## src/rtl/spi_resp_pkg.sv

```systemverilog
// Shared types and command codes for the display-controller SPI responder.
package spi_resp_pkg;

  localparam logic [7:0] CMD_RDDID = 8'h04;
  localparam logic [7:0] CMD_NOP   = 8'h00;

  typedef struct packed {
    logic       is_data;
    logic [7:0] data;
  } rx_entry_t;

  typedef enum logic {
    RESP_IDLE,
    RESP_SHIFT
  } resp_state_t;

endpackage

```

## src/rtl/spi_resp_fifo.sv

```systemverilog
// Show-ahead FIFO of received SPI entries; a push into a full FIFO is accepted only alongside a pop.
module spi_resp_fifo
  import spi_resp_pkg::*;
#(
  parameter int DEPTH = 8
) (
  input  logic      clk,
  input  logic      rst,
  input  logic      push,
  input  logic      pop,
  input  rx_entry_t din,
  output rx_entry_t dout,
  output logic      full,
  output logic      empty
);

  localparam int AW = $clog2(DEPTH);

  rx_entry_t     mem [DEPTH];
  logic [AW:0]   wr_ptr;
  logic [AW:0]   rd_ptr;
  logic          do_push;
  logic          do_pop;

  assign empty   = (wr_ptr == rd_ptr);
  assign full    = (wr_ptr[AW] != rd_ptr[AW]) && (wr_ptr[AW-1:0] == rd_ptr[AW-1:0]);
  assign do_pop  = pop && !empty;
  assign do_push = push && (!full || do_pop);

  // Head is forced to zero when empty so the outputs read 0 out of reset.
  assign dout = empty ? '0 : mem[rd_ptr[AW-1:0]];

  always_ff @(posedge clk or posedge rst) begin
    if (rst) begin
      wr_ptr <= '0;
      rd_ptr <= '0;
    end else begin
      if (do_push) wr_ptr <= wr_ptr + 1'b1;
      if (do_pop)  rd_ptr <= rd_ptr + 1'b1;
    end
  end

  always_ff @(posedge clk) begin
    if (do_push) mem[wr_ptr[AW-1:0]] <= din;
  end

endmodule

```

## src/rtl/spi_display_responder.sv

```systemverilog
// SPI mode-0 responder modelling the LCD controller: queues tagged bytes, answers Read-ID.
// Optional SPI_RESP_TRACE_EN prints every received byte and each overflow drop in simulation.
//   state      | meaning
//   RESP_IDLE  | no response in progress, spi_miso = 0, Read-ID may be recognised
//   RESP_SHIFT | shifting {dummy, DISPLAY_ID} out MSB first on spi_miso
module spi_display_responder
  import spi_resp_pkg::*;
#(
  parameter int          FIFO_DEPTH = 8,
  parameter logic [23:0] DISPLAY_ID = 24'h009341
) (
  input  logic        clk,
  input  logic        rst,
  input  logic        spi_clk,
  input  logic        spi_csb,
  input  logic        spi_mosi,
  input  logic        spi_dc,
  output logic        spi_miso,
  output logic        rx_valid,
  input  logic        rx_ready,
  output logic [7:0]  rx_data,
  output logic        rx_is_data,
  output logic        rx_overflow,
  input  logic        clear_overflow,
  output logic [15:0] byte_count
);

  logic        clk_s1, clk_s2, clk_d;
  logic        csb_s1, csb_s2;
  logic        mosi_s1, mosi_s2;
  logic        dc_s1, dc_s2;
  logic        spi_rise, spi_fall;

  logic [2:0]  bit_cnt;
  logic [6:0]  rx_shift;
  logic [7:0]  byte_val;
  logic        byte_done;

  rx_entry_t   push_entry;
  rx_entry_t   head_entry;
  logic        fifo_full, fifo_empty, fifo_pop, drop;

  resp_state_t state, state_nxt;
  logic [31:0] resp_sr;
  logic [4:0]  resp_cnt;
  logic        rise_seen;
  logic        resp_load, resp_shift, resp_last;

  always_ff @(posedge clk or posedge rst) begin
    if (rst) begin
      clk_s1  <= 1'b0;
      clk_s2  <= 1'b0;
      clk_d   <= 1'b0;
      csb_s1  <= 1'b1;
      csb_s2  <= 1'b1;
      mosi_s1 <= 1'b0;
      mosi_s2 <= 1'b0;
      dc_s1   <= 1'b0;
      dc_s2   <= 1'b0;
    end else begin
      clk_s1  <= spi_clk;
      clk_s2  <= clk_s1;
      clk_d   <= clk_s2;
      csb_s1  <= spi_csb;
      csb_s2  <= csb_s1;
      mosi_s1 <= spi_mosi;
      mosi_s2 <= mosi_s1;
      dc_s1   <= spi_dc;
      dc_s2   <= dc_s1;
    end
  end

  assign spi_rise = clk_s2 && !clk_d;
  assign spi_fall = !clk_s2 && clk_d;

  always_ff @(posedge clk or posedge rst) begin
    if (rst) begin
      bit_cnt  <= '0;
      rx_shift <= '0;
    end else if (csb_s2) begin
      bit_cnt  <= '0;
      rx_shift <= '0;
    end else if (spi_rise) begin
      bit_cnt  <= bit_cnt + 3'd1;
      rx_shift <= {rx_shift[5:0], mosi_s2};
    end
  end

  // The 8th bit goes straight into the entry so the push lands on the same clk as the edge.
  assign byte_done          = spi_rise && !csb_s2 && (bit_cnt == 3'd7);
  assign byte_val           = {rx_shift, mosi_s2};
  assign push_entry.is_data = dc_s2;
  assign push_entry.data    = byte_val;

  assign fifo_pop = rx_valid && rx_ready;
  assign drop     = byte_done && fifo_full && !fifo_pop;

  spi_resp_fifo #(
    .DEPTH (FIFO_DEPTH)
  ) u_fifo (
    .clk   (clk),
    .rst   (rst),
    .push  (byte_done),
    .pop   (fifo_pop),
    .din   (push_entry),
    .dout  (head_entry),
    .full  (fifo_full),
    .empty (fifo_empty)
  );

  assign rx_valid   = !fifo_empty;
  assign rx_data    = head_entry.data;
  assign rx_is_data = head_entry.is_data;

  always_ff @(posedge clk or posedge rst) begin
    if (rst) begin
      rx_overflow <= 1'b0;
      byte_count  <= '0;
    end else begin
      if (clear_overflow) rx_overflow <= 1'b0;
      else if (drop)      rx_overflow <= 1'b1;
      if (byte_done) byte_count <= byte_count + 16'd1;
    end
  end

  // Read-ID response FSM
  always_ff @(posedge clk or posedge rst) begin
    if (rst) state <= RESP_IDLE;
    else     state <= state_nxt;
  end

  always_comb begin
    state_nxt = state;
    case (state)
      RESP_IDLE:  if (resp_load) state_nxt = RESP_SHIFT;
      RESP_SHIFT: if (csb_s2 || resp_last) state_nxt = RESP_IDLE;
      default:    state_nxt = RESP_IDLE;
    endcase
  end

  always_comb begin
    resp_load  = (state == RESP_IDLE) && byte_done && !dc_s2 && (byte_val == CMD_RDDID);
    resp_shift = (state == RESP_SHIFT) && !csb_s2 && spi_fall && rise_seen;
    resp_last  = resp_shift && (resp_cnt == 5'd0);
    spi_miso   = (state == RESP_SHIFT) && !csb_s2 && resp_sr[31];
  end

  // rise_seen keeps the falling edge that closes the command byte from shifting.
  always_ff @(posedge clk or posedge rst) begin
    if (rst) begin
      resp_sr   <= '0;
      resp_cnt  <= '0;
      rise_seen <= 1'b0;
    end else if (resp_load) begin
      resp_sr   <= {8'h00, DISPLAY_ID};
      resp_cnt  <= 5'd31;
      rise_seen <= 1'b0;
    end else if (resp_shift) begin
      resp_sr   <= {resp_sr[30:0], 1'b0};
      resp_cnt  <= resp_cnt - 5'd1;
      rise_seen <= 1'b0;
    end else if (state == RESP_SHIFT && spi_rise && !csb_s2) begin
      rise_seen <= 1'b1;
    end
  end

`ifdef SPI_RESP_TRACE_EN
`ifndef SYNTHESIS
  always @(posedge clk) begin
    if (!rst && byte_done) begin
      if (dc_s2) $display("DAT 0x%02h", byte_val);
      else       $display("CMD 0x%02h", byte_val);
      if (drop)  $display("WARNING: spi_display_responder rx FIFO full, dropped 0x%02h", byte_val);
    end
  end
`endif
`else
  // Trace disabled: received bytes are only visible through the FIFO.
`endif

endmodule

```

## config.mk

```make
export PLATFORM = sky130hd
export DESIGN_NAME = spi_display_responder
export DESIGN_NICKNAME = d
export VERILOG_FILES = /design/src/rtl/spi_resp_pkg.sv /design/src/rtl/spi_resp_fifo.sv /design/src/rtl/spi_display_responder.sv
export SDC_FILE = /design/constraint.sdc
export NUM_CORES = 1
export LEC_CHECK = 0
export ABC_AREA = 1
export CAP_MARGIN = 20
export CORE_MARGIN = 3
export CORE_UTILIZATION = 33
export CTS_CLUSTER_DIAMETER = 40
export CTS_CLUSTER_SIZE = 12
export DETAILED_ROUTE_END_ITERATION = 16
export PLACE_DENSITY = 0.51
export SYNTH_ARGS = -nofsm -noshare
export SYNTH_HDL_FRONTEND = slang
export SYNTH_SLANG_ARGS = --single-unit
```

## constraint.sdc

```tcl
create_clock -name clk -period 2.22 [get_ports clk]
set_input_delay 0.222 -clock clk [delete_from_list [all_inputs] [get_ports clk]]
set_output_delay 0.222 -clock clk [all_outputs]
set_load 0.05 [all_outputs]
```

Word level (Yosys, flattened, before mapping)
Memory sizes are Yosys's and may differ from the RTL's.
Cells that the tools add are included.
{ "totals": {"memories": 1, "ff_bits": 83, "input_bits": 8, "mem_bits_rw": 72} }
{ "classes": {"n_reduce_logical": 34, "n_eq_ne": 5, "n_addsub": 5, "n_mux": 19, "n_bitwise": 1} }
{ "mem_list": {"columns": ["name", "words", "width", "rd", "rd_clocked_by_memory_dff", "write_ports", "line_no", "source"], "rows": [
  ["u_fifo.mem", 8, 9, 1, 0, 1, "spi_resp_fifo.sv:19", "rx_entry_t mem [DEPTH];"]
]} }
{ "ops": {"columns": ["operator", "count"], "rows": [
  ["$mux W32", 2],
  ["$logic_and A1 B1 Y1", 20],
  ["$add A16 B1 Y16 const B", 1],
  ["$mux W7", 2],
  ["$mux W5", 2],
  ["$mux W1", 9],
  ["$mux W9", 1],
  ["$add A4 B1 Y4 const B", 2],
  ["$eq A8 B3 Y1 const B", 1],
  ["$logic_not A1 Y1", 7],
  ["$mux W3", 2],
  ["$reduce_bool A2 Y1", 3],
  ["$logic_not A5 Y1", 1],
  ["$sub A5 B1 Y5 const B", 1],
  ["$eq A4 B4 Y1", 1],
  ["$add A3 B1 Y3 const B", 1],
  ["$eq A3 B3 Y1", 1],
  ["$eq A3 B3 Y1 const B", 1],
  ["$reduce_bool A3 Y1", 1],
  ["$logic_or A1 B1 Y1", 2],
  ["$pmux W1 S2", 1],
  ["$ne A1 B1 Y1", 1],
  ["$not A1 Y1", 1]
]} }

Longest topological paths before layout
Gate-level depths: netlist of the first run.
{ "depth": {"ltp_word": 9, "depth_mapped": 10, "depth_no_buf": 9} }

Cells and area by module
Synthesis of the first run repeated with hierarchy kept, for this count alone.
{ "hier_totals": {"hier_cells": 708, "hier_area_um2": 6790.3} }
{ "modules_own_cells": {"columns": ["mod", "cells_each", "instances", "area_per_inst_um2"], "rows": [
  ["spi_resp_fifo", 294, 1, 3405.8],
  ["spi_display_responder", 414, 1, 3384.5]
]} }

Worst setup path before layout of the first run
OpenSTA, ideal clock, no wires.
{ "synth_path": {"path_kind": "register -> register", "startpoint": "register bit_cnt[0]", "endpoint": "memory u_fifo.mem[1][0] (netlist bit) (enable)", "path_stages_with_launch": 7, "t_required_ns": 1.833, "arrival_ns": 1.685, "period_less_slack_ns": 2.071, "path_buffers": 0, "slack_ns": 0.149, "path_cell_list": "dfrtp_1 ha_1 ha_1 inv_1 nor2_8 nand2_2 nor3_1"} }
{ "synth_between": {"elab_chain_cells": 5} }
{ "synth_lines": {"columns": ["element", "line_no", "source"], "rows": [
  ["start: declaration", "spi_display_responder.sv:34", "logic [2:0] bit_cnt;"],
  ["start signal: assignment", "spi_display_responder.sv:84", "bit_cnt <= bit_cnt + 3'd1;"],
  ["$eq A3 B3 Y1", "spi_display_responder.sv:90", "assign byte_done = spi_rise && !csb_s2 && (bit_cnt == 3'd7);"],
  ["$logic_and A1 B1 Y1", "spi_display_responder.sv:90", null],
  ["$logic_and A1 B1 Y1", "spi_resp_fifo.sv:28", "assign do_push = push && (!full || do_pop);"],
  ["$mux W1", "spi_resp_fifo.sv:44", "if (do_push) mem[wr_ptr[AW-1:0]] <= din;"],
  ["$mux W1 (implied by the code)", "spi_resp_fifo.sv:44", null],
  ["end: declaration", "spi_resp_fifo.sv:19", null]
]} }
Every way passes these cells.

Worst setup path in the final report of the first run
{ "layout_path": {"startpoint": "register u_fifo.wr_ptr[0]", "endpoint": "output rx_data[3]"} }
{ "layout_between": {"elab_chain_cells": 2} }
{ "layout_lines": {"columns": ["element", "line_no", "source"], "rows": [
  ["start: declaration", "spi_resp_fifo.sv:20", "logic [AW:0] wr_ptr;"],
  ["start signal: assignment", "spi_resp_fifo.sv:38", "if (do_push) wr_ptr <= wr_ptr + 1'b1;"],
  ["$eq A4 B4 Y1", "spi_resp_fifo.sv:25", "assign empty = (wr_ptr == rd_ptr);"],
  ["$mux W9", "spi_resp_fifo.sv:31", "assign dout = empty ? '0 : mem[rd_ptr[AW-1:0]];"],
  ["end: declaration", "spi_display_responder.sv:21", "output logic [7:0] rx_data,"]
]} }
Every way passes these cells.

==> insert_results.sql, run 1 <==
INSERT INTO impl_metrics (metric_group, metric, value, unit) VALUES
('timing', 'slew_headroom', '0.625', ''),
('clock_network', 'worstSkewPairLatency', '0.42', 'ns'),
('synth', 'postSynth.asyncResetShare', '0.535', ''),
('timing', 'slew_viol_final', '0', ''),
('detailed_routing', 'per_cell_via_count_in_the_routed_design', '4.69', ''),
('synth', 'postSynthNetCount', '736', ''),
('clock_network', 'number_of_levels_in_the_clock_h_tree', '4', ''),
('hold_path', 'worst_hold_path.num_cells', '1', ''),
('timing', 'timing_worst_slew_pin_value', '0.562', 'ns'),
('pwr', 'power.clock.fraction', '0.345', ''),
('pwr', 'power_switching_share', '0.353', ''),
('detailed_routing', 'drt-met1-wl', '7090', 'um'),
('synth', 'dominantRegCellSynth', 'dfrtp_1', ''),
('detailed_routing', 'met2WireLength', '7650', 'um'),
('grt', 'grt_max_degree', '84', ''),
('synth', 'area_fraction_of_the_dominant_cell_type_after_synthesis', '0.315', ''),
('clock_network', 'cts_buffers', '17', ''),
('grt', 'via_count_of_the_first_global_routing_pass', '4819', ''),
('final_layout', 'area_growth', '20.0', '%'),
('clock_network', 'clock-root-buffer', 'clkbuf_16', ''),
('final_layout', 'fillerInstances', '2016', ''),
('synth', 'synth_enable_flop_cells', '72', ''),
('timing', 'setup_viol_count_final', '0', ''),
('floorplan', 'fp-row-count', '52', ''),
('floorplan', 'core', '0.0203', 'mm2'),
('clock_network', 'clk_pin_slew', '0.06', 'ns'),
('job', 'cap_violations', '0', ''),
('pwr', 'combinationalPowerShare', '0.292', ''),
('synth', 'yosysSeqAreaShare', '0.619', ''),
('critical_path', 'cp.required', '2.00', 'ns'),
('critical_path', 'worstPathArrival', '1.90', 'ns'),
('detailed_routing', 'dr.first_iter.drc_count', '343', ''),
('pwr', 'p_sw', '0.00302', 'W'),
('hold_path', 'holdCritPathClass', 'primary input to flop', ''),
('detailed_routing', 'first_pass_iters', '5', ''),
('timing', 'maximum_clock_frequency', '470', 'MHz'),
('synth', 'yosysMostFrequentCell', 'nand2_1', ''),
('status', 'outcome', 'completed', ''),
('detailed_routing', 'routed.top_layer', 'met4', ''),
('critical_path', 'critPathLaunchType', 'flop', ''),
('placed_design', 'place_congestion', '0.786', ''),
('grt', 'grt_antenna_before_repair', '0', ''),
('floorplan', 'total_die_area', '0.0225', 'mm2'),
('timing', 'finalCriticalPeriod', '2.13', 'ns'),
('floorplan', 'die_height', '150', 'um'),
('timing', 'period_share', '0.958', ''),
('synth', 'synth_top_cell_by_area', 'edfxtp_1', ''),
('critical_path', 'worst_r2r_path_depth', '8', ''),
('placed_design', 'buffer_ports.inserted', '35', ''),
('synth', 'yosys_register_bits', '155', ''),
('detailed_routing', 'drc_errors', '0', ''),
('synth', 'post_synth_most_frequent_cells', '211 x nand2_1, 108 x nor2_1, 81 x dfrtp_1', ''),
('synth', 'synth_cell_type_count', '32', ''),
('grt', 'grt_overflow_total', '0', ''),
('floorplan', 'die_x', '150', 'um'),
('pwr', 'power.density_cell_area', '1040', 'mW/mm2'),
('floorplan', 'initial_util', '0.338', ''),
('clock_network', 'cts_sinks', '155', ''),
('critical_path', 'worstPathMaxFanout', '6', ''),
('timing', 'setup_total_negative_slack', '0', 'ns'),
('grt', 'gr-usage-all-layers', '0.141', ''),
('placed_design', 'post-dp-hpwl', '9550', 'um'),
('synth', 'post_synth_inst_count', '722', ''),
('synth', 'syn-cell-area', '0.00686', 'mm2'),
('pwr', 'internal_power', '0.00555', 'W'),
('timing', 'unrepaired_setup_endpoints_after_global_routing', 'true', ''),
('floorplan', 'io-pin-count', '36', ''),
('pwr', 'p_leak', '3.76', 'nW'),
('clock_network', 'tritoncts', 'built', ''),
('detailed_routing', 'dr_wl_met3', '546', 'um'),
('grt', 'wire_length_of_the_first_global_routing_pass', '24900', 'um');
per-layer routing:
metal / vias up / GRT usage
li1: 2441 / -
met1: 2390 / 0.183
met2: 105 / 0.236
met3: 16 / 0.0301
met4: 0 / 0.0439
met5: - / 0
cells by family (layout without fill, tap and decap cells):
| family | after synthesis | after routing | synth area share |
|---|---|---|---|
| compound gates | 77 | 77 | 0.0624 |
| flops | 155 | 155 | 0.619 |
| simple gates | 376 | 377 | 0.228 |
| buf+inv | 95 | 157 | 0.0637 |
| xor+xnor | 13 | 13 | 0.0166 |
| fa+ha+maj | 6 | 6 | 0.0110 |
final timing paths:
check | from | endpoint | slack, ns
setup / recovery | u_fifo.wr_ptr[0] | rx_data[3] | 0.09
hold / removal | spi_csb | csb_s1 | 0.23
setup reg to reg | u_fifo.wr_ptr[0] | u_fifo.mem[0][2] | 0.33
hold reg to reg | dc_s1 | dc_s2 | 0.35
max in group asynchronous | rst | u_fifo.rd_ptr[0] | 1.55
min in group asynchronous | rst | byte_count[7] | 0.25
power by group through the flow:
stage | Combinational (W) | Sequential, W | Clock [W]
after floorplan | 0.00164 | 0.00314 | 0
after global placement | 0.00222 | 0.00314 | 0
after detailed placement | 0.00224 | 0.00314 | 0
after CTS | 0.00227 | 0.00308 | 0.00304
after global routing | 0.00274 | 0.00311 | 0.00318
final | 0.00250 | 0.00311 | 0.00296
critical path: stages (launching register included):
cell	delay [ns]
dfrtp_1	0.42
inv_1	0.14
nand2_1	0.09
nand2_1	0.09
nor2_4	0.19
nand3_2	0.21
nand2_1	0.12
nor2_1	0.04
buf_4	0.19
cell usage in the layout (no fill, tap or decap), types with 3 or more instances in the layout:
cell / count
nor2_1: 108
nand2_2: 3
nand2_1: 210
o21ai_0: 47
dfrtp_1: 78
dfrtp_2: 3
inv_6: 6
inv_8: 3
o22ai_1: 15
nor3_1: 5
clkdlybuf4s50_1: 24
ha_1: 6
buf_12: 3
buf_4: 26
nand4_1: 7
nand3_1: 30
xor2_1: 10
inv_1: 61
o211ai_1: 9
o21ai_1: 4
inv_2: 4
clkbuf_16: 18
edfxtp_1: 72
what timing repair did:
action | CTS | global route
pin swaps | 0 | 3
endpoints found under the setup margin | 9 | 9
gates resized for setup | 2 | 17
cloned | 0 | 2
setup buffers | 0 | 2
through the flow:
step	worst slack, ns	std cells	area, um2	utilization	hold WS, ns
3_3_place_gp	0.280	1019	7510	0.370	0.338
5_1_grt	-0.0186	1055	8220	0.405	0.208
2_1_floorplan	0.149	722	6860	-	0.226
6_report	0.0934	1055	8220	0.405	0.227
3_5_place_dp	0.270	1019	7510	0.370	0.339
4_1_cts	0.0482	1051	8120	0.400	0.207
area by class of cell:
type	instances	area [um2]	area share
well taps	270	338	0.0411
clock inverters	15	175	0.0213
clock buffers	17	425	0.0517
inverters	67	258	0.0313
repair buffers	58	573	0.0697
multi-input cells	473	2210	0.269
flip-flops and latches	155	4250	0.516
registers in the layout, indices dropped and copies added, names as in the netlist, 3 cells and up:
signal	cells
rx_shift	7
u_fifo.mem	72
u_fifo.rd_ptr	4
byte_count	16
resp_cnt	5
resp_sr	32
bit_cnt	3
u_fifo.wr_ptr	4
No activity file was read; power rests on OpenSTA's default activity.
==> run 2: changes to the inputs <==
PLACE_DENSITY = not set   (was 0.51)
PLACE_DENSITY_LB_ADDON = 0.2   (was not set)
clock period = 2.1 ns   (was 2.22 ns; I/O delays follow)
==> insert_results.sql, run 2 (synthesis results as in run 1) <==
INSERT INTO impl_metrics (metric_group, metric, value, unit) VALUES
('status', 'outcome', 'finished, violations left', ''),
('detailed_routing', 'detail_route.wl_per_cell', '14.1', 'um'),
('detailed_routing', 'drt.antenna.violating_nets', '0', ''),
('detailed_routing', 'dr.first_iter.drc_count', '311', ''),
('grt', 'gr-usage-all-layers', '0.141', ''),
('final_layout', 'layout.core_utilization', '0.416', ''),
('critical_path', 'crit_type', 'flop to primary output', ''),
('clock_network', 'holdBufCountCts', '0', ''),
('placed_design', 'numPlacedInstances', '1025', ''),
('placed_design', 'post-dp-hpwl', '10200', 'um'),
('floorplan', 'initial_util', '0.338', ''),
('status', 'violations', 'negative setup slack', ''),
('placed_design', 'buffer_ports.inserted', '35', ''),
('timing', 'unrepaired_setup_endpoints_after_global_routing', 'true', ''),
('detailed_routing', 'wl', '14900', 'um'),
('detailed_routing', 'drc_errors', '0', ''),
('detailed_routing', 'routed-via-count', '4836', ''),
('grt', 'wire_length_of_the_first_global_routing_pass', '24600', 'um'),
('timing', 'timing_hold_violations_final', '0', ''),
('floorplan', 'core', '0.0203', 'mm2'),
('critical_path', 'worst_r2r_path_depth', '10', ''),
('hold_path', 'worst_hold_path.num_cells', '1', ''),
('pwr', 'p_leak', '3.83', 'nW'),
('critical_path', 'crit-reg2reg-launch', 'u_fifo.rd_ptr[0]', ''),
('timing', 'slew_viol_final', '0', ''),
('grt', 'grt_overflow_total', '0', ''),
('job', 'cap_violations', '0', ''),
('clock_network', 'clk_pin_slew', '0.06', 'ns'),
('critical_path', 'worstPathArrival', '1.93', 'ns'),
('critical_path', 'cp.required', '1.89', 'ns'),
('final_layout', 'final_common_cell', 'nand2_1', ''),
('floorplan', 'die_x', '150', 'um'),
('timing', 'layout_setup_ws', '-0.0417', 'ns'),
('placed_design', 'place_congestion', '0.821', ''),
('detailed_routing', 'dr_wl_met3', '632', 'um'),
('timing', 'maximum_clock_frequency', '467', 'MHz'),
('pwr', 'vdd_drop_max', '0.645', 'mV'),
('final_layout', 'largest_register_ffs', '72', ''),
('critical_path', 'startpoint', 'u_fifo.rd_ptr[0]', ''),
('clock_network', 'cts_sinks', '155', ''),
('critical_path', 'sort_of_element_at_the_end_of_the_critical_path', 'primary output', ''),
('critical_path', 'critPathLaunchType', 'flop', ''),
('final_layout', 'finalNetCount', '793', ''),
('grt', 'grt_antenna_before_repair', '0', ''),
('timing', 'finalCriticalPeriod', '2.14', 'ns'),
('placed_design', 'place_area', '0.00758', 'mm2'),
('timing', 'fin_worst_skew', '0.00610', 'ns'),
('hold_path', 'holdCritPathClass', 'primary input to flop', ''),
('grt', 'grt_max_degree', '40', ''),
('floorplan', 'fp-row-count', '52', ''),
('timing', 'timing_worst_slew_pin_value', '0.554', 'ns'),
('critical_path', 'worstPathMaxFanout', '18', ''),
('hold_path', 'hold_startpoint', 'spi_csb', ''),
('clock_network', 'cts_buffers', '17', ''),
('final_layout', 'stdcell_area', '0.00844', 'mm2'),
('timing', 'setup_total_negative_slack', '-0.132', 'ns'),
('final_layout', 'fin_cells', '1062', ''),
('clock_network', 'cts.path.max_buffers', '2', ''),
('final_layout', 'fillerInstances', '1983', ''),
('detailed_routing', 'met2WireLength', '7200', 'um'),
('detailed_routing', 'first_pass_iters', '5', ''),
('timing', 'slew_headroom', '0.630', ''),
('timing', 'setup_viol_count_final', '8', ''),
('grt', 'via_count_of_the_first_global_routing_pass', '4648', ''),
('detailed_routing', 'drt-met1-wl', '6800', 'um'),
('floorplan', 'io-pin-count', '36', ''),
('clock_network', 'number_of_levels_in_the_clock_h_tree', '4', ''),
('final_layout', 'commonest_cells_after_routing_fill_and_taps_aside', '201 x nand2_1, 103 x nor2_1, 80 x dfrtp_1', ''),
('final_layout', 'final_layout_size_suffix_gt1_frac', '0.150', ''),
('detailed_routing', 'routed.top_layer', 'met4', ''),
('floorplan', 'die_height', '150', 'um'),
('final_layout', 'antenna_diode_instance_count', '0', ''),
('floorplan', 'total_die_area', '0.0225', 'mm2'),
('final_layout', 'area_growth', '23.2', '%'),
('timing', 'period_share', '1.02', ''),
('pwr', 'power.density_cell_area', '1120', 'mW/mm2'),
('placed_design', 'post_placement_worst_setup_slack', '0.184', 'ns'),
('detailed_routing', 'per_cell_via_count_in_the_routed_design', '4.55', ''),
('clock_network', 'tritoncts', 'built', ''),
('clock_network', 'clock-root-buffer', 'clkbuf_16', ''),
('clock_network', 'worstSkewPairLatency', '0.42', 'ns');
[run 2: cell types whose count changed in the layout (fill, tap and decap cells not counted), moves of 5 or more]
cell     previous run  this run
nand2_1           210       201
o21ai_0            47        38
nand2_2             3        11
buf_6               2         9
o21ai_1             4        10
nor2_1            108       103
nor2_2              2         7
[run 2: timing repair]
| item | in CTS | in global routing |
|---|---|---|
| setup buffers | 1 | 2 |
| resized for setup | 13 | 41 |
| pin swaps | 2 | 13 |
| endpoints found under the setup margin | 10 | 54 |
| gates cloned | 1 | 1 |
[run 2: metrics by stage]
stage                     hold slack, ns  power, W
after CTS                          0.168   0.00919
after detailed placement           0.346   0.00573
after global routing               0.185   0.00988
after floorplan                    0.214   0.00505
final                              0.190   0.00945
after global placement             0.341   0.00571
[run 2: metal layers]
metal	global-route usage	up-vias
met1	0.184	2259
met3	0.0355	21
met2	0.229	93
met4	0.0494	0
li1	-	2463
met5	0	-
[run 2: worst max-delay path, cell delays in order, from the launching register on]
cell        delay (ns)
dfrtp_2           0.43
clkinvlp_4        0.20
clkbuf_16         0.23
o21ai_1           0.21
o211ai_1          0.15
nand2_2           0.10
nor2_2            0.04
buf_6             0.15
[run 2: final timing paths]
| kind | slack [ns] | endpoint |
|---|---|---|
| worst max-delay path | -0.04 | rx_is_data |
| worst min-delay path | 0.19 | csb_s1 |
| worst max register to register | 0.06 | u_fifo.mem[7][3] |
| worst min register to register | 0.35 | mosi_s2 |
| max in group asynchronous | 1.32 | csb_s2 |
| min in group asynchronous | 0.20 | resp_sr[2] |
[run 2: cell type report]
type	count	area (um2)	share of cell area
flip-flops and latches	155	4240	0.503
inverters	67	259	0.0307
multi-input cells	473	2300	0.273
clock inverters	15	211	0.0250
clock buffers	17	425	0.0504
well taps	270	338	0.0400
repair buffers	65	662	0.0784
[run 2: report_power, final]
group          switching, W  leakage, nW  internal, W
clock network       0.00125        0.304      0.00201
registers         0.0000568         1.81      0.00322
logic               0.00191         1.72      0.00101
total               0.00321         3.83      0.00623
